**src/rtl/wb_gpio_pkg.sv**
```systemverilog
// Shared register offsets and byte-lane helper for the Wishbone GPIO block.
package wb_gpio_pkg;

  // Word offsets, decoded from wb_adr_i[4:2]
  localparam logic [2:0] GPIO_IN   = 3'd0;
  localparam logic [2:0] GPIO_OUT  = 3'd1;
  localparam logic [2:0] GPIO_RISE = 3'd2;
  localparam logic [2:0] GPIO_FALL = 3'd3;
  localparam logic [2:0] GPIO_IP   = 3'd4;

  function automatic logic [31:0] apply_sel(input logic [31:0] cur,
                                            input logic [31:0] wdat,
                                            input logic [3:0]  sel);
    logic [31:0] res;
    res = cur;
    for (int b = 0; b < 4; b++) begin
      if (sel[b]) res[b*8 +: 8] = wdat[b*8 +: 8];
    end
    return res;
  endfunction

endpackage

```
**src/rtl/wb_gpio_debounce.sv**
```systemverilog
// Two-flop synchronizer plus tick-sampled debounce; a bit must match on two ticks.
module gpio_debounce #(
  parameter int width = 12
) (
  input  logic             clk,
  input  logic             reset,
  input  logic             tick,
  input  logic [width-1:0] din,
  output logic [width-1:0] dout
);

  logic [width-1:0] sync1;
  logic [width-1:0] sync2;
  logic [width-1:0] prev;
  logic [width-1:0] agree;

  assign agree = ~(sync2 ^ prev);

  always_ff @(posedge clk or posedge reset) begin
    if (reset) begin
      sync1 <= '0;
      sync2 <= '0;
      prev  <= '0;
      dout  <= '0;
    end else begin
      sync1 <= din;
      sync2 <= sync1;
      if (tick) begin
        prev <= sync2;
        dout <= (sync2 & agree) | (dout & ~agree);
      end
    end
  end

endmodule

```
**src/rtl/wb_gpio.sv**
```systemverilog
// Wishbone GPIO slave: debounced inputs, registered outputs, per-bit edge interrupts.
module wb_gpio
  import wb_gpio_pkg::*;
#(
  parameter int unsigned clk_freq    = 50000000,
  parameter int unsigned debounce_us = 1000,
  parameter int          in_width    = 12,
  parameter int          out_width   = 8
) (
  input  logic                 clk,
  input  logic                 reset,
  input  logic [31:0]          wb_adr_i,
  input  logic [31:0]          wb_dat_i,
  output logic [31:0]          wb_dat_o,
  input  logic [3:0]           wb_sel_i,
  input  logic                 wb_stb_i,
  input  logic                 wb_cyc_i,
  input  logic                 wb_we_i,
  output logic                 wb_ack_o,
  input  logic [in_width-1:0]  gpio_i,
  output logic [out_width-1:0] gpio_o,
  output logic                 intr
);

  localparam int unsigned PRESCALE_RAW = (clk_freq / 32'd1000000) * debounce_us;
  localparam int unsigned PRESCALE     = (PRESCALE_RAW == 0) ? 1 : PRESCALE_RAW;

  logic [31:0]          pre_cnt;
  logic                 tick;
  logic [in_width-1:0]  stable;
  logic [in_width-1:0]  stable_d;
  logic [in_width-1:0]  rise_en;
  logic [in_width-1:0]  fall_en;
  logic [in_width-1:0]  ip;
  logic [in_width-1:0]  edge_set;
  logic [in_width-1:0]  ip_clr;
  logic [out_width-1:0] out_q;
  logic                 acc;
  logic                 wr;
  logic [2:0]           reg_sel;
  logic [31:0]          rd_data;
  logic [31:0]          w_out;
  logic [31:0]          w_rise;
  logic [31:0]          w_fall;
  logic [31:0]          w_clr;
  logic                 unused_ok;

  assign tick = (pre_cnt == PRESCALE - 1);

  always_ff @(posedge clk or posedge reset) begin
    if (reset)     pre_cnt <= '0;
    else if (tick) pre_cnt <= '0;
    else           pre_cnt <= pre_cnt + 32'd1;
  end

  gpio_debounce #(.width(in_width)) u_debounce (
    .clk   (clk),
    .reset (reset),
    .tick  (tick),
    .din   (gpio_i),
    .dout  (stable)
  );

  // A new access is accepted only while ack is low, so acks never run back-to-back
  assign acc     = wb_stb_i & wb_cyc_i & ~wb_ack_o;
  assign wr      = acc & wb_we_i;
  assign reg_sel = wb_adr_i[4:2];

  assign w_out  = apply_sel(32'(out_q),   wb_dat_i, wb_sel_i);
  assign w_rise = apply_sel(32'(rise_en), wb_dat_i, wb_sel_i);
  assign w_fall = apply_sel(32'(fall_en), wb_dat_i, wb_sel_i);
  assign w_clr  = apply_sel(32'd0,        wb_dat_i, wb_sel_i);

  assign edge_set = (stable & ~stable_d & rise_en) | (~stable & stable_d & fall_en);
  assign ip_clr   = (wr && reg_sel == GPIO_IP) ? w_clr[in_width-1:0] : '0;

  always_comb begin
    rd_data = '0;
    case (reg_sel)
      GPIO_IN:   rd_data = 32'(stable);
      GPIO_OUT:  rd_data = 32'(out_q);
      GPIO_RISE: rd_data = 32'(rise_en);
      GPIO_FALL: rd_data = 32'(fall_en);
      GPIO_IP:   rd_data = 32'(ip);
      default:   rd_data = '0;
    endcase
  end

  always_ff @(posedge clk or posedge reset) begin
    if (reset) begin
      wb_ack_o <= 1'b0;
      wb_dat_o <= '0;
      out_q    <= '0;
      rise_en  <= '0;
      fall_en  <= '0;
      ip       <= '0;
      stable_d <= '0;
      intr     <= 1'b0;
    end else begin
      wb_ack_o <= acc;
      wb_dat_o <= (acc && !wb_we_i) ? rd_data : '0;
      if (wr && reg_sel == GPIO_OUT)  out_q   <= w_out[out_width-1:0];
      if (wr && reg_sel == GPIO_RISE) rise_en <= w_rise[in_width-1:0];
      if (wr && reg_sel == GPIO_FALL) fall_en <= w_fall[in_width-1:0];
      // A fresh edge on the same bit as a W1C keeps the flag set
      ip       <= (ip & ~ip_clr) | edge_set;
      stable_d <= stable;
      intr     <= |ip;
    end
  end

  assign gpio_o = out_q;

  assign unused_ok = ^{wb_adr_i[31:5], wb_adr_i[1:0], w_out, w_rise, w_fall, w_clr};

endmodule

```
**config.mk**
```make
export PLATFORM = sky130hd
export DESIGN_NAME = wb_gpio
export DESIGN_NICKNAME = d
export VERILOG_FILES = /design/src/rtl/wb_gpio_pkg.sv /design/src/rtl/wb_gpio_debounce.sv /design/src/rtl/wb_gpio.sv
export SDC_FILE = /design/constraint.sdc
export NUM_CORES = 1
export LEC_CHECK = 0
export CORE_MARGIN = 1
export CORE_UTILIZATION = 47
export CTS_CLUSTER_DIAMETER = 80
export DETAILED_ROUTE_END_ITERATION = 10
export PLACE_DENSITY = 0.77
export SYNTH_ARGS = -nofsm -noshare
export SYNTH_HDL_FRONTEND = slang
export SYNTH_SLANG_ARGS = --single-unit
```
**constraint.sdc**
```tcl
create_clock -name clk -period 5.2 [get_ports clk]
set_input_delay 1.3 -clock clk [delete_from_list [all_inputs] [get_ports clk]]
set_output_delay 1.3 -clock clk [all_outputs]
set_load 0.005 [all_outputs]
```
==> metrics.md, run 1 <==
| Metric | Value |
|---|---|
| Status | completed |
| Top cells by area, synth | dfrtp_1 58%, mux2_2 9.4%, o21ai_0 3.3% |
| Detail Route Antenna Nets | 0 |
| Power Internal | 2.02 mW |
| Initial Util | 0.486 |
| Tcrit/Tclk final | 0.610 |
| Clock buffer depth | 2 |
| Max Clock Freq | 0.315 GHz |
| TNS Setup | 0 ns |
| Via count | 4,289 |
| Arrival time at the worst endpoint | 3.48 ns |
| Core Footprint | 13,300 sq um |
| CTS Buf Count | 17 |
| H-tree levels | 4 |
| Crit Path Category | primary input to flop |
| Detailed Route Iter0 Violations | 366 |
| VDD IR max | 0.000256 V |
| Yosys warns | 0 |
| Hold crit path type | flop to flop |
| Routed len/inst | 16.1 um |
| Clock root cell | clkbuf_16 |
| Least-Margin Pin Slew | 0.966 ns |
| Largest net degree at the start of global routing | 118 |
| DRC | 0 |
| Vias in the first global route | 4,403 |
| Worst setup SP type | primary input |
| P_leak | 3.31 nW |
| GRT Util Overall | 0.199 |
| I/O pin cnt | 127 |
| Clk network pwr share | 0.457 |
| CTS resizes | 0 |
| Sw frac | 0.232 |
| TritonCTS Sinks | 150 |
| Number of diodes | 0 |
| Critical Path End Type | flop |
| Setup slack, reg-to-reg | 2.49 ns |
| # port buffers | 55 |
| Hold slack final | 0.349 ns |
| GRT overflow | 0 |
| Final number of setup-violating endpoints | 0 |
| RD Place Congestion | 0.814 |
| Detailed Place HPWL | 8350 um |
| Layout cells sized above 1 | 0.172 |
| Row cnt | 42 |
| Via-to-Cell Ratio | 5.46 |
| Sequential cell fraction of total power | 0.479 |
| Max FO, Critical Path | 21 |
| Worst hold path cell count | 0 |
| Die Wd | 119 um |
| Hold Buf Count CTS | 0 |
| Combinational power share | 0.064 |
| Clock slew at reported path FFs | 0.06 ns |
| First-pass GRT wire length | 21,900 um |
| CTS tree | done |
| Netlist Area Pre-Place | 6450 sq um |
| Area leader, netlist | dfrtp_1 |
| Final hold vios | 0 |
| Die area | 14,200 sq um |
| Synth unique cells | 42 |
| Worst Clk Skew | 0.0149 ns |
| NetSw | 0.610 mW |
| Layout net count | 682 |
| Top cell type's share of synthesized area | 0.582 |
| Die Ht | 119 um |
| Seq/Total Area, Yosys | 0.582 |
| Synth Register Bits | 150 |
| Setup WS pre-CTS | 1.60 ns |
| Required time at the worst-slack endpoint | 5.51 ns |
| Post-Syn Instances | 538 |
| Power Density | 342 nW/um^2 |
| RSZ-0062 raised after global routing | no |
| Slew headroom | 0.351 |
| Final worst slack | 2.03 ns |
| Post-CTS Setup Bufs | 0 |
| Clk Latency, worst-skew pair | 0.43 ns |
| Max_cap viols | 0 |
| Drt first pass iters | 4 |
| Avg Cell Area, Syn | 12.0 sq um |
| Syn-to-layout area delta | 19.0% |
| Final slew viol count | 0 |
| Minimum clock period | 3.17 ns |
| Worst reg2reg path depth | 6 |
| Initial antenna violation count | 0 |
| Post-Route WL | 12,700 um |
-- cell type report --
cell class / count / area [sq um]
timing repair buffer: 61 / 608
sequential: 150 / 3750
inverter: 16 / 63.8
clock buffer: 17 / 425
clock inverter: 15 / 158
multi-input combinational: 350 / 2450
tap: 176 / 220
fill: 1075 / 5620
-- final timing paths --
check / start / end
max in group asynchronous: reset / ip[7]
worst min-delay path: u_debounce.sync1[3] / u_debounce.sync2[3]
worst max-delay path: wb_adr_i[4] / fall_en[5]
min in group asynchronous: reset / pre_cnt[31]
worst max register to register: pre_cnt[0] / u_debounce.prev[5]
worst min register to register: u_debounce.sync1[3] / u_debounce.sync2[3]
-- synthesized netlist by cell type --
cell type and n:
conb_1 1, and2_1 14, nand4_2 2, buf_4 25
clkbuf_1 9, o21ai_0 42, nand4_1 12, o211ai_1 21
or3_1 1, nand3_4 1, and3_1 10, and3b_1 1
nor3b_1 1, nor2_1 16, o22ai_1 8, and4_1 5
xor2_1 7, a22oi_1 20, nand3_1 18, buf_2 5
buf_6 1, a21oi_1 2, nor2_2 2, nor2b_1 2
nor3b_4 1, mux2_2 54, or2_4 1, and4bb_2 2
nor4_1 7, nand2_1 34, inv_1 16, buf_1 1
nand3b_1 15, nand4b_1 2, mux2_1 2, nor3_1 2
nor4_2 1, dfrtp_1 150, a31o_2 1, ha_1 1
xnor2_1 21, nor4b_2 1
-- metrics by stage --
stage	cells	area [sq um]	total power, mW	utilization
finish	785	7680	2.63	0.578
global route	785	7680	2.72	0.578
CTS	785	7680	2.65	0.578
detailed placement	753	7100	1.45	0.534
global placement	753	7100	1.44	0.534
floorplan	557	6530	1.38	-
-- placed cells by master, fill, tap and decap left out, drive strengths merged, types with 2 or more instances in the layout --
master           n
dfrtp          150
mux2            56
clkdlybuf4s50   55
o21ai           42
nand2           34
o211ai          21
xnor2           21
a22oi           20
conb            20
nand3           19
nor2            18
clkbuf          17
inv             16
nand3b          15
and2            14
nand4           14
and3            10
o22ai            8
nor4             8
clkinv           8
xor2             7
buf              6
and4             5
clkinvlp         5
nor2b            2
nand4b           2
nor3             2
and4bb           2
a21oi            2
bufinv           2
nor3b            2
-- critical path, cell delays in order --
cell and delay, ns:
clkdlybuf4s50_1 0.78, nor2b_1 0.24, buf_4 0.19, nand2_1 0.10, nor2_2 0.47, mux2_2 0.40
-- metal layers --
metal | share of wire | global-route usage
met5 | 0 | 0
met4 | 0.019 | 0.0831
met3 | 0.047 | 0.0484
met2 | 0.48 | 0.327
met1 | 0.45 | 0.252
-- logic make-up (layout without fill, tap and decap cells) --
kind of cell    count (synthesis)  count (layout)  synth area share
buf+inv                        57             109            0.0498
compound gates                 94              94            0.0909
fa+ha+maj                       1               1           0.00194
xor+xnor                       28              28            0.0380
mux                            56              56            0.0977
flops                         150             150             0.582
other cells                     1              20          0.000581
simple gates                  151             151             0.140
-- sequential cells by signal (all words and copies together), names as in the netlist, named ones only --
name	flops
u_debounce.sync1	12
fall_en	12
u_debounce.sync2	12
stable_d	12
intr	1
wb_ack_o	1
wb_dat_o	12
ip	12
rise_en	12
pre_cnt	32
u_debounce.prev	12
gpio_o	8
-- power groups by stage --
stage               logic [mW]  clock network, mW  registers [mW]
global placement         0.164                  0            1.27
floorplan                0.111                  0            1.27
CTS                      0.171               1.22            1.26
finish                   0.168               1.20            1.26
detailed placement       0.169                  0            1.28
global route             0.187               1.27            1.26
Power figures use the tool's default switching activity.
==> run 2, diff against run 1 <==
clock period = 2.6 ns   (was 5.2 ns; I/O delays follow)
==> run 2 against run 1 <==
Critical path type unchanged. Clock power increased by 100%. Sequential cell count unchanged. Cell count increased by 1.7%.
==> metrics.md, run 2 (synthesized netlist as in run 1, its figures left out) <==
| Metric | Value |
|---|---|
| CTS resizes | 0 (unchanged) |
| Final number of setup-violating endpoints | 0 (unchanged) |
| Final slew viol count | 0 (unchanged) |
| Via-to-Cell Ratio | 5.47 (about the same) |
| Die Wd | 119 um (unchanged) |
| Min-Delay Endpoint | u_debounce.sync2[2] |
| First-pass GRT wire length | 22,000 um (+0.50%) |
| P_leak | 3.39 nW (+2.4%) |
| Combinational power share | 0.065 (about the same) |
| VDD IR max | 0.000447 V (+75%) |
| Max_cap viols | 0 (unchanged) |
| Arrival time at the worst endpoint | 2.63 ns (-0.85 ns) |
| Worst hold path cell count | 0 (unchanged) |
| Syn-to-layout area delta | 20.9% |
| Clock buffer depth | 2 (unchanged) |
| Detailed Route Iter0 Violations | 365 (-0.27%) |
| NetSw | 1.17 mW (+91%) |
| Row cnt | 42 (unchanged) |
| Most common cell after layout, fill and taps aside | dfrtp_1 |
| Die area | 14,200 sq um (unchanged) |
| Layout net count | 695 (+1.9%) |
| TritonCTS Sinks | 150 (unchanged) |
| Post-Route WL | 12,700 um (+0.39%) |
| Least-Margin Pin Slew | 1.14 ns (+0.175 ns) |
| Status | completed |
| Number of diodes | 0 (unchanged) |
| Worst hold start | u_debounce.sync1[2] |
| Layout cells sized above 1 | 0.190 (+0.0173) |
| Filler cells | 1,047 (-2.6%) |
| Post-layout util | 0.587 (+0.00941) |
| Hold crit path type | flop to flop |
| Minimum clock period | 2.28 ns |
| Sequential cell fraction of total power | 0.473 (-0.006) |
| Routed len/inst | 15.9 um (-1.2%) |
| Setup WS pre-CTS | -0.0933 ns (-1.69 ns) |
| Core Footprint | 13,300 sq um (unchanged) |
| Worst reg2reg path depth | 6 (unchanged) |
| Largest net degree at the start of global routing | 90 (-24%) |
| Via count | 4,363 (+1.7%) |
| Initial antenna violation count | 0 (unchanged) |
| Worst setup SP type | primary input |
| Required time at the worst-slack endpoint | 2.96 ns (-2.55 ns) |
| Die Ht | 119 um (unchanged) |
| Final worst slack | 0.323 ns (-1.70 ns) |
| Initial Util | 0.486 (unchanged) |
| Hold Buf Count CTS | 0 (unchanged) |
| Post-CTS Setup Bufs | 0 (unchanged) |
| Clk network pwr share | 0.461 (+0.004) |
| Tcrit/Tclk final | 0.876 |
| Max FFs per register | 32 (unchanged) |
| Most frequent cells in the layout | 150 x dfrtp_1, 55 x clkdlybuf4s50_1, 54 x mux2_2 |
| Critical Path End Type | flop |
| RD Place Congestion | 0.838 (+3.0%) |
| Power Internal | 4.15 mW (+110%) |
| Crit Path Category | primary input to flop |
| CTS Buf Count | 17 (unchanged) |
| Setup slack, reg-to-reg | 0.59 ns (-1.90 ns) |
| DRC | 0 (unchanged) |
| Reg2Reg Launch Point | pre_cnt[0] |
| Clock root cell | clkbuf_16 |
| Max FO, Critical Path | 16 (-24%) |
| Sw frac | 0.219 (-0.0128) |
| Worst Clk Skew | 0.00577 ns (-0.00909 ns) |
| I/O pin cnt | 127 (unchanged) |
| H-tree levels | 4 (unchanged) |
| Detailed Place HPWL | 8530 um (+2.3%) |
| RSZ-0062 raised after global routing | no |
| CTS tree | done |
| Clk Latency, worst-skew pair | 0.42 ns (about the same) |
| Final hold vios | 0 (unchanged) |
| Detail Route Antenna Nets | 0 (unchanged) |
| GRT overflow | 0 (unchanged) |
| Slew headroom | 0.237 (-0.114) |
| Vias in the first global route | 4,535 (+3.0%) |
| Drt first pass iters | 4 (unchanged) |
| Power Density | 681 nW/um^2 (+99%) |
| Clock slew at reported path FFs | 0.06 ns (about the same) |
| GRT Util Overall | 0.198 (-0.000590) |
| R2r endpoint | u_debounce.prev[7] |
| Max Clock Freq | 0.439 GHz |
| Biggest register | pre_cnt |
| # port buffers | 55 (unchanged) |
-- run 2: cell types whose count changed in the layout (fill, tap and decap cells not counted), sizes merged --
| cell | change |
|---|---|
| clkinv | -1 |
| clkbuf | +1 |
| bufinv | +1 |
| buf | +13 |
| inv | -1 |
-- run 2: cell type report --
class | count | area [sq um] | share of cell area
clock buffer | 18 | 439 | 0.0563
tap | 176 | 220 | 0.0282
sequential | 150 | 3750 | 0.481
inverter | 16 | 63.8 | 0.00818
clock inverter | 14 | 159 | 0.0204
multi-input combinational | 350 | 2450 | 0.314
timing repair buffer | 74 | 718 | 0.0920
-- run 2: worst max path at each step --
stage / startpoint / endpoint / slack [ns] / depth (start not counted)
floorplan: reset / async pin / 0.06 / 1
global placement: wb_adr_i[2] / wb_dat_o[1] / -0.08 / 5
detailed placement: wb_adr_i[2] / wb_dat_o[0] / -0.09 / 5
CTS: wb_adr_i[2] / wb_dat_o[0] / 0.33 / 5
global route: wb_adr_i[2] / wb_dat_o[11] / 0.17 / 5
finish: wb_adr_i[2] / wb_dat_o[5] / 0.32 / 5
-- run 2: routing by layer --
metal,up-vias,track usage,routed length (um)
met5,-,0,0
met4,0,0.0902,288
met3,26,0.0541,583
met2,119,0.330,6340
met1,2181,0.241,5500
li1,2037,-,-
-- run 2: power by group through the flow --
stage / Combinational [mW] / Sequential (mW) / Clock [mW]
2_1_floorplan: 0.221 / 2.53 / 0
3_3_place_gp: 0.336 / 2.55 / 0
3_5_place_dp: 0.349 / 2.55 / 0
4_1_cts: 0.352 / 2.51 / 2.49
5_1_grt: 0.386 / 2.53 / 2.59
6_report: 0.347 / 2.51 / 2.45
-- run 2: worst max-delay path, stage by stage --
cell,delay [ns]
clkdlybuf4s50_1,0.48
nor2_1,0.88
a22oi_1,0.26
o22ai_1,0.21
and2_1,0.14
-- run 2: metrics by stage --
step | setup TNS, ns | cells | hold slack [ns] | total power, mW | cell area, sq um
after floorplan | 0 | 557 | 0.331 | 2.75 | 6530
after detailed placement | -0.858 | 766 | 0.337 | 2.90 | 7210
final | 0 | 798 | 0.347 | 5.31 | 7800
after CTS | 0 | 798 | 0.350 | 5.36 | 7800
after global placement | -0.533 | 766 | 0.335 | 2.88 | 7210
after global routing | 0 | 798 | 0.351 | 5.51 | 7800
==> run 3, diff against run 2 <==
CORE_UTILIZATION = 40   (was 47)
PLACE_DENSITY = 0.67   (was 0.77)
SLEW_MARGIN = 20   (was unset)
==> run 3 against run 2 <==
Setup slack improved by 0.25 ns. Combinational power increased by 1%. Hold slack got worse by 0.0017 ns. Global-route usage decreased by 2.7 points. Sequential cell count unchanged. Clock power decreased by 9.8%. Total power decreased by 4.3%. Die area increased by 17%. Clock skew increased by 0.00099 ns. Design area increased by 0.34%. Largest cell class unchanged.
==> metrics.md, run 3 (synthesized netlist as in run 1, its figures left out) <==
| Metric | Value |
|---|---|
| Slew headroom | 0.510 (+0.273) |
| Worst path cell trace | clkdlybuf4s50_1 -> buf_4 -> mux2_2 -> a22oi_1 -> o22ai_1 -> and2_1 |
| Required time at the worst-slack endpoint | 2.90 ns (-0.06 ns) |
| Sequential cell area | 3750 sq um (unchanged) |
| TritonCTS Sinks | 150 (unchanged) |
| Tcrit/Tclk final | 0.779 (-0.0970) |
| VDD IR max | 0.000467 V (+4.6%) |
| Layout net count | 698 (+0.43%) |
| Max FO, Critical Path | 12 (-4) |
| Syn-to-layout area delta | 21.3% |
| Crit-path max cell delay | 0.55 ns (-0.33 ns) |
| Die Wd | 129 um (+8.3%) |
| Final hold vios | 0 (unchanged) |
| Min-Delay Endpoint | u_debounce.sync2[9] |
| Finished Cell Area | 7830 sq um (+0.34%) |
| Vias in the first global route | 4,384 (-3.3%) |
| Final number of setup-violating endpoints | 0 (unchanged) |
| Detailed Place HPWL | 8970 um (+5.2%) |
| R2r endpoint | u_debounce.prev[8] |
| Layout cells sized above 1 | 0.187 (-0.00251) |
| Post-CTS Setup Bufs | 0 (unchanged) |
| CTS tree | done |
| Initial antenna violation count | 0 (unchanged) |
| Post-layout util | 0.495 (-0.0923) |
| Max Clock Freq | 0.494 GHz (+12%) |
| Final slew viol count | 0 (unchanged) |
| Die Ht | 129 um (+8.3%) |
| Worst hold path cell count | 0 (unchanged) |
| # port buffers | 55 (unchanged) |
| Core Footprint | 15,800 sq um (+19%) |
| Hold slack final | 0.345 ns (-0.00172 ns) |
| Critical Path End Type | flop |
| Largest net degree at the start of global routing | 48 (-47%) |
| Most frequent cells in the layout | 150 x dfrtp_1, 55 x clkdlybuf4s50_1, 54 x mux2_2 |
| Filler cells | 1,406 (+34%) |
| Clock root cell | clkbuf_16 |
| GRT Util Overall | 0.171 (-0.0274) |
| Area post-placement | 7290 sq um (+1.2%) |
| CTS Buf Count | 17 (unchanged) |
| Detail Route Antenna Nets | 0 (unchanged) |
| Crit Path Category | primary input to flop |
| Max FFs per register | 32 (unchanged) |
| CTS resizes | 0 (unchanged) |
| Biggest register | pre_cnt |
| RD Place Congestion | 0.805 (-3.9%) |
| Worst hold start | u_debounce.sync1[9] |
| Number of diodes | 0 (unchanged) |
| Via count | 4,333 (-0.69%) |
| Power Density | 649 nW/um^2 (-4.6%) |
| Hold crit path type | flop to flop |
| Reg2Reg Launch Point | pre_cnt[0] |
| Die area | 16,600 sq um (+17%) |
| Multi-input logic area | 2450 sq um (+0.10%) |
| Clock buffer depth | 2 (unchanged) |
| GRT overflow | 0 (unchanged) |
| P_leak | 3.39 nW (-0.22%) |
| Max_cap viols | 0 (unchanged) |
| Routed len/inst | 15.1 um (-5.4%) |
| Arrival time at the worst endpoint | 2.32 ns (-0.31 ns) |
| Via-to-Cell Ratio | 5.15 (-5.8%) |
| Drt first pass iters | 5 (+1) |
| Status | completed |
| Most common cell after layout, fill and taps aside | dfrtp_1 |
| H-tree levels | 4 (unchanged) |
| I/O pin cnt | 127 (unchanged) |
| Minimum clock period | 2.03 ns (-0.252 ns) |
| Clk Latency, worst-skew pair | 0.42 ns (about the same) |
| RSZ-0062 raised after global routing | no |
| First-pass GRT wire length | 21,700 um (-1.4%) |
| DRC | 0 (unchanged) |
| Initial Util | 0.408 (-0.0777) |
| Clock slew at reported path FFs | 0.05 ns (about the same) |
| Post-Route WL | 12,700 um (-0.35%) |
| Worst reg2reg path depth | 6 (unchanged) |
| Least-Margin Pin Slew | 0.735 ns (-0.406 ns) |
| Hold Buf Count CTS | 0 (unchanged) |
| Worst Clk Skew | 0.00676 ns (+0.000988 ns) |
| Worst setup SP type | primary input |
| CP max-delay cell | clkdlybuf4s50_1 |
| Row cnt | 46 (+9.5%) |
| Setup slack, reg-to-reg | 0.59 ns (about the same) |
| Detailed Route Iter0 Violations | 244 (-33%) |
## run 3: changes by cell type in the layout (fill, tap and decap cells not counted), sizes merged
| cell | delta |
|---|---|
| buf | +3 |
| bufinv | -2 |
| clkbuf | +5 |
| clkinv | -1 |
| clkinvlp | -2 |
## run 3: per-layer routing
metal  GRT usage  part of all wire  vias up
met4      0.0581             0.012        0
met1       0.217              0.46     2172
met3      0.0541             0.041       14
met2       0.277              0.49      115
li1            -                 -     2032
met5           0                 0        -
## run 3: critical path, delay by kind of cell
family,cells,cell delay (ns)
simple gates,1,0.18
mux,1,0.36
compound gates,2,0.32
buf+inv,2,0.81
## run 3: power breakdown
| group | switching (mW) | leakage, nW | total (mW) | internal [mW] |
|---|---|---|---|---|
| clock | 0.882 | 0.261 | 2.21 | 1.33 |
| sequential | 0.0781 | 1.95 | 2.52 | 2.44 |
| combinational | 0.161 | 1.18 | 0.352 | 0.191 |
## run 3: final cells by class
class                           instances  share of cell area
Clock inverter                          9              0.0101
Sequential cell                       150               0.479
Inverter                               16             0.00815
Tap cell                              216              0.0345
Clock buffer                           23              0.0585
Timing Repair Buffer                   77              0.0962
Multi-Input combinational cell        350               0.313
## run 3: worst max path at each step
stage,from,depth (start not counted),slack (ns),end
2_1_floorplan,reset,1,0.06,async pin
3_5_place_dp,wb_adr_i[3],5,-0.18,wb_dat_o[5]
4_1_cts,wb_adr_i[2],5,0.23,wb_dat_o[5]
5_1_grt,pre_cnt[0],6,0.40,u_debounce.prev[10]
6_report,wb_adr_i[2],6,0.57,wb_dat_o[5]
3_3_place_gp,wb_adr_i[2],5,-0.12,wb_dat_o[4]
## run 3: per-stage QoR
stage	total power [mW]	setup WS, ns	cells	setup TNS [ns]
6_report	5.08	0.575	841	0
2_1_floorplan	2.75	0.0610	557	0
4_1_cts	5.14	0.233	841	0
5_1_grt	5.31	0.400	841	0
3_3_place_gp	2.90	-0.117	809	-0.994
3_5_place_dp	2.91	-0.177	809	-1.33
